===== src/rtl/synaptic_accumulator.sv =====
// Synaptic input stage of the LIF membrane datapath: sums the stored signed weights
// of every spiking input line, one synapse per clock, saturating after each add.
module synaptic_accumulator #(
  parameter int n_stage     = 6,
  parameter int N_INPUTS    = 8,
  parameter int WEIGHT_BITS = 8
) (
  input  logic                   clk,
  input  logic                   reset,
  input  logic                   weight_load,
  input  logic [WEIGHT_BITS-1:0] weight_in,
  input  logic [N_INPUTS-1:0]    spikes_in,
  input  logic                   start,
  output logic                   busy,
  output logic                   sum_valid,
  output logic [n_stage+1:0]     sum
);

  localparam int SW = n_stage + 2;
  localparam int AW = SW + 1;
  localparam int IW = $clog2(N_INPUTS);

  typedef enum logic [1:0] {IDLE, ACCUM, DONE} state_t;

  state_t                  state_reg;
  logic [WEIGHT_BITS-1:0]  w_reg  [N_INPUTS];
  logic [WEIGHT_BITS-1:0]  w_next [N_INPUTS];
  logic [N_INPUTS-1:0]     spikes_reg;
  logic [IW-1:0]           index_reg;
  logic [SW-1:0]           acc_reg;
  logic [SW-1:0]           sum_reg;
  logic                    busy_reg;
  logic                    sum_valid_reg;

  logic [WEIGHT_BITS-1:0]  w_sel;
  logic [AW-1:0]           add_full;
  logic [SW-1:0]           acc_next;
  logic                    last_index;
  logic                    load_en;

  // Weight store is a shift chain: the newest weight enters at the top index.
  generate
    for (genvar gi = 0; gi < N_INPUTS; gi++) begin : g_wshift
      if (gi == N_INPUTS - 1) begin : g_tail
        assign w_next[gi] = weight_in;
      end else begin : g_body
        assign w_next[gi] = w_reg[gi+1];
      end
    end
  endgenerate

  assign load_en = weight_load && !busy_reg;

  always_ff @(posedge clk) begin
    if (reset) begin
      for (int i = 0; i < N_INPUTS; i++) w_reg[i] <= '0;
    end else if (load_en) begin
      w_reg <= w_next;
    end
  end

  assign w_sel      = w_reg[index_reg];
  assign last_index = (index_reg == IW'(N_INPUTS - 1));
  assign add_full   = {acc_reg[SW-1], acc_reg}
                    + {{(AW-WEIGHT_BITS){w_sel[WEIGHT_BITS-1]}}, w_sel};

  // One guard bit suffices: overflow shows up as the top two bits disagreeing.
  always_comb begin
    acc_next = acc_reg;
    if (spikes_reg[index_reg]) begin
      if (add_full[AW-1] != add_full[AW-2])
        acc_next = add_full[AW-1] ? {1'b1, {(SW-1){1'b0}}} : {1'b0, {(SW-1){1'b1}}};
      else
        acc_next = add_full[SW-1:0];
    end
  end

  always_ff @(posedge clk) begin
    if (reset) begin
      state_reg     <= IDLE;
      busy_reg      <= 1'b0;
      sum_valid_reg <= 1'b0;
      sum_reg       <= '0;
      acc_reg       <= '0;
      index_reg     <= '0;
      spikes_reg    <= '0;
    end else begin
      case (state_reg)
        IDLE, DONE: begin
          sum_valid_reg <= 1'b0;
          if (start) begin
            spikes_reg <= spikes_in;
            acc_reg    <= '0;
            index_reg  <= '0;
            busy_reg   <= 1'b1;
            state_reg  <= ACCUM;
          end else begin
            state_reg  <= IDLE;
          end
        end
        ACCUM: begin
          acc_reg <= acc_next;
          if (last_index) begin
            state_reg     <= DONE;
            sum_reg       <= acc_next;
            sum_valid_reg <= 1'b1;
            busy_reg      <= 1'b0;
          end else begin
            index_reg <= index_reg + IW'(1);
          end
        end
        default: state_reg <= IDLE;
      endcase
    end
  end

  assign busy      = busy_reg;
  assign sum_valid = sum_valid_reg;
  assign sum       = sum_reg;

endmodule


===== config.mk =====
export PLATFORM = sky130hd
export DESIGN_NAME = synaptic_accumulator
export DESIGN_NICKNAME = d
export VERILOG_FILES = /design/src/rtl/synaptic_accumulator.sv
export SDC_FILE = /design/constraint.sdc
export NUM_CORES = 1
export LEC_CHECK = 0
export ABC_AREA = 1
export BUFFER_PORTS_ARGS = -buffer_cell sky130_fd_sc_hd__buf_2
export CAP_MARGIN = 20
export CORE_MARGIN = 4
export CORE_UTILIZATION = 38
export CTS_CLUSTER_DIAMETER = 50
export DETAILED_ROUTE_END_ITERATION = 12
export PLACE_DENSITY_LB_ADDON = 0.1
export SYNTH_ARGS = -nofsm -noshare
export SYNTH_HDL_FRONTEND = slang
export SYNTH_SLANG_ARGS = --single-unit

===== constraint.sdc =====
create_clock -name clk -period 3.4 [get_ports clk]
set_clock_uncertainty 0.2 [all_clocks]
set_input_delay 0.68 -clock clk [delete_from_list [all_inputs] [get_ports clk]]
set_output_delay 0.68 -clock clk [all_outputs]
set_load 0.01 [all_outputs]

==> reports/qor.txt <==
Status = completed
First-pass GRT wire length = 18.8 mm
Vias in the first global route = 3,829
Die Span Y = 117 um
Initial DRC count = 289
Worst slew margin = 58.9%
Initial antenna violation count = 0
Syn avg cell area = 6.87 sq um
Critical Path RT = 3.49 ns
Num CTS Buffers = 9
First-pass DRT Iterations = 5
Crit path to = acc_reg[5]
Commonest non-fill, non-tap cell in the layout = nor2_1
Yosys warns = 0
Delay-heaviest family, CP = compound AO/OA/AOI/OAI gates
FF-to-FF setup slack = 0.25 ns
DP HPWL = 7.20 mm
Gate power share = 17.9%
Die Wd = 117 um
Fin. Hold Viols = 0
Sequential Power Share = 45.0%
Finish-stage setup viols = 0
Worst r2r dst = acc_reg[5]
Seq/Total Area, Yosys = 42.4%
Post-CTS Hold Buffers = 0
Layout fillers = 1,214
Syn-to-layout area delta = 14.4%
Reg2Reg Launch Point = index_reg[0]
Worst Hold Class = flop to flop
Die area = 13,600 sq um
Yosys reg bits = 95
Critical path arrival = 3.24 ns
Mapped Area = 4480 sq um
Most frequent cells in the layout = nor2_1, o21ai_0, dfxtp_1
P per Cell Area = 547 nW/um^2
Setup tns final = 0 ns
Fin nets = 706
Max reg flops = 56
Largest net degree at the start of global routing = 65
Most Frequent Cell on Critical Path = nand2_1
Antenna cells = 0
Hold wc startpoint = sum_valid
Worst path max stage delay = 0.41 ns
Post-route cell area = 5120 sq um
Fmax = 318 MHz
Clock buffer depth = 2
H-tree depth = 3
Leakage Power = 2.30 nW
Async S/R FF share, synth = 0%
Synth area leader = dfxtp_1
Crit-path cells = clkinvlp_4, buf_4, buf_4, o21ai_0, a31oi_1, ha_1, nand2_1, nand2_1, a21oi_2, nand2_1, nand2_1, nand2_1, a21oi_2, nand2_1, nand2_1, nand2_1, a21oi_2
Tot GR Track Use = 17.5%
Row count = 39
Worst reg2reg path depth = 17
Vias = 4,168
Largest cells by area after synthesis = dfxtp_1, nor2_1, o21ai_0
Fin. max-slew vios = 0
Initial Util = 39.1%
CP bufs+invs = 3
Crit path time final = 3.15 ns
Routed Antenna Nets = 0
Placement Cell Area = 4760 sq um
Crit-path max FO = 12
CP Launch Point = index_reg[0]
RSZ-0062 raised after global routing = false
Ports = 30
Worst-path clk slew = 0.07 ns
GP Congestion = 0.829
Slew @ Worst Pin = 0.616 ns
Cell count after synthesis = 652
NetSw = 0.000810 W
CP Depth = 17
CP Class = flop to flop
Sw Ratio = 28.9%
CTS root buf = clkbuf_16
Via/cell ratio = 5.06
Share of the synthesized area in the top cell type = 42.4%
I/O Buffers = 29
Post-synth EDFFs = 0
Layout cells sized above 1 = 13.1%
Count of max-cap constraint violations = 0
Crit share post-route = 92.6%
Post-Route WL = 11.2 mm
Critical Path Start Type = flop
Clock latency on the worst-skew pair = 0.35 ns
Clock Sinks = 95
Remaining DRCs = 0
Crit-path slowest cell = dfxtp_1
Distinct cells, synth = 30
Area of the core = 11,500 sq um
Most used DFF post-synth = dfxtp_1
Internal power = 0.00199 W
CP endpoint kind = flop
GR Overflow Total = 0
VDD IR max = 0.440 mV
Post-Synthesis Net Count = 683
Routed len/inst = 13.7 um
CTS tree = yes
Clk pwr share = 37.1%
## cell type report
class                           instances  area (sq um)  share of cell area, %
Timing Repair Buffer                   47           288                   5.62
Multi-Input combinational cell        498          2350                   45.9
Tap cell                              143           179                   3.49
Clock buffer                           11           253                   4.93
Inverter                               24          93.8                   1.83
Clock inverter                          5          56.3                   1.10
Sequential cell                        95          1900                   37.1
## cell families (layout without fill, tap and decap cells)
kind of cell	after synthesis	in the layout	share of synthesized area, %
adders and majority gates	11	11	3.24
and+or+nand+nor	337	337	31.0
xor gates and xnor gates	1	1	0.196
DFF	95	95	42.4
buffers and inverters	59	87	5.28
AOI/OAI and AO/OA	149	149	17.8
## timing repair
action | 4_1_cts | 5_1_grt
buffers inserted | 0 | 6
endpoints found under the setup margin | 0 | 4
resized for setup | 0 | 5
## power groups by stage
| stage | clock network, W | logic [W] | registers (W) |
|---|---|---|---|
| floorplan | 0 | 0.000372 | 0.00127 |
| global placement | 0 | 0.000487 | 0.00128 |
| detailed placement | 0 | 0.000491 | 0.00128 |
| CTS | 0.00108 | 0.000494 | 0.00126 |
| global route | 0.00112 | 0.000581 | 0.00127 |
| finish | 0.00104 | 0.000503 | 0.00126 |
## cell usage after synthesis, drive strengths merged (2+ instances only)
cell type and instances:
inv 22, a31oi 8, buf 3, ha 10
a21oi 22, dfxtp 95, nand3 26, o21ai 110
o22ai 8, nand4 2, nand2 90, nor2 209
clkinv 2, clkbuf 32, nand3b 3, or2 7
## metrics by stage
stage          instances  utilization [%]  total power (W)  setup slack (ns)  hold WS [ns]
2_1_floorplan        652                -          0.00164             0.568         0.224
3_3_place_gp         801             41.5          0.00177             0.326         0.242
3_5_place_dp         801             41.5          0.00177             0.278         0.256
4_1_cts              817             44.2          0.00283             0.270         0.266
5_1_grt              823             44.7          0.00297           0.00145         0.296
6_report             823             44.7          0.00280             0.252         0.263
## worst register-to-register path, stage by stage, from the launching register on
cell        delay, ns
dfxtp_1          0.41
clkinvlp_4       0.22
buf_4            0.20
buf_4            0.16
o21ai_0          0.25
a31oi_1          0.14
ha_1             0.39
nand2_1          0.09
nand2_1          0.08
a21oi_2          0.17
nand2_1          0.09
nand2_1          0.06
nand2_1          0.10
a21oi_2          0.18
nand2_1          0.07
nand2_1          0.09
nand2_1          0.07
a21oi_2          0.11
## worst min-delay path by stage
stage,to,cells after the start,slack (ns)
global route,sum_valid,2,0.30
CTS,sum_valid,2,0.27
finish,sum_valid,2,0.26
detailed placement,sum_valid,2,0.26
global placement,sum_valid,2,0.24
floorplan,spikes_reg[6],2,0.22
## metal layers
layer | up-vias | track usage (%) | wire length, um
li1 | 2169 | - | -
met1 | 1888 | 23.8 | 5650
met2 | 94 | 26.9 | 4850
met3 | 17 | 4.87 | 518
met4 | 0 | 5.58 | 226
met5 | - | 0 | 0
(Power assumes the default switching activity.)
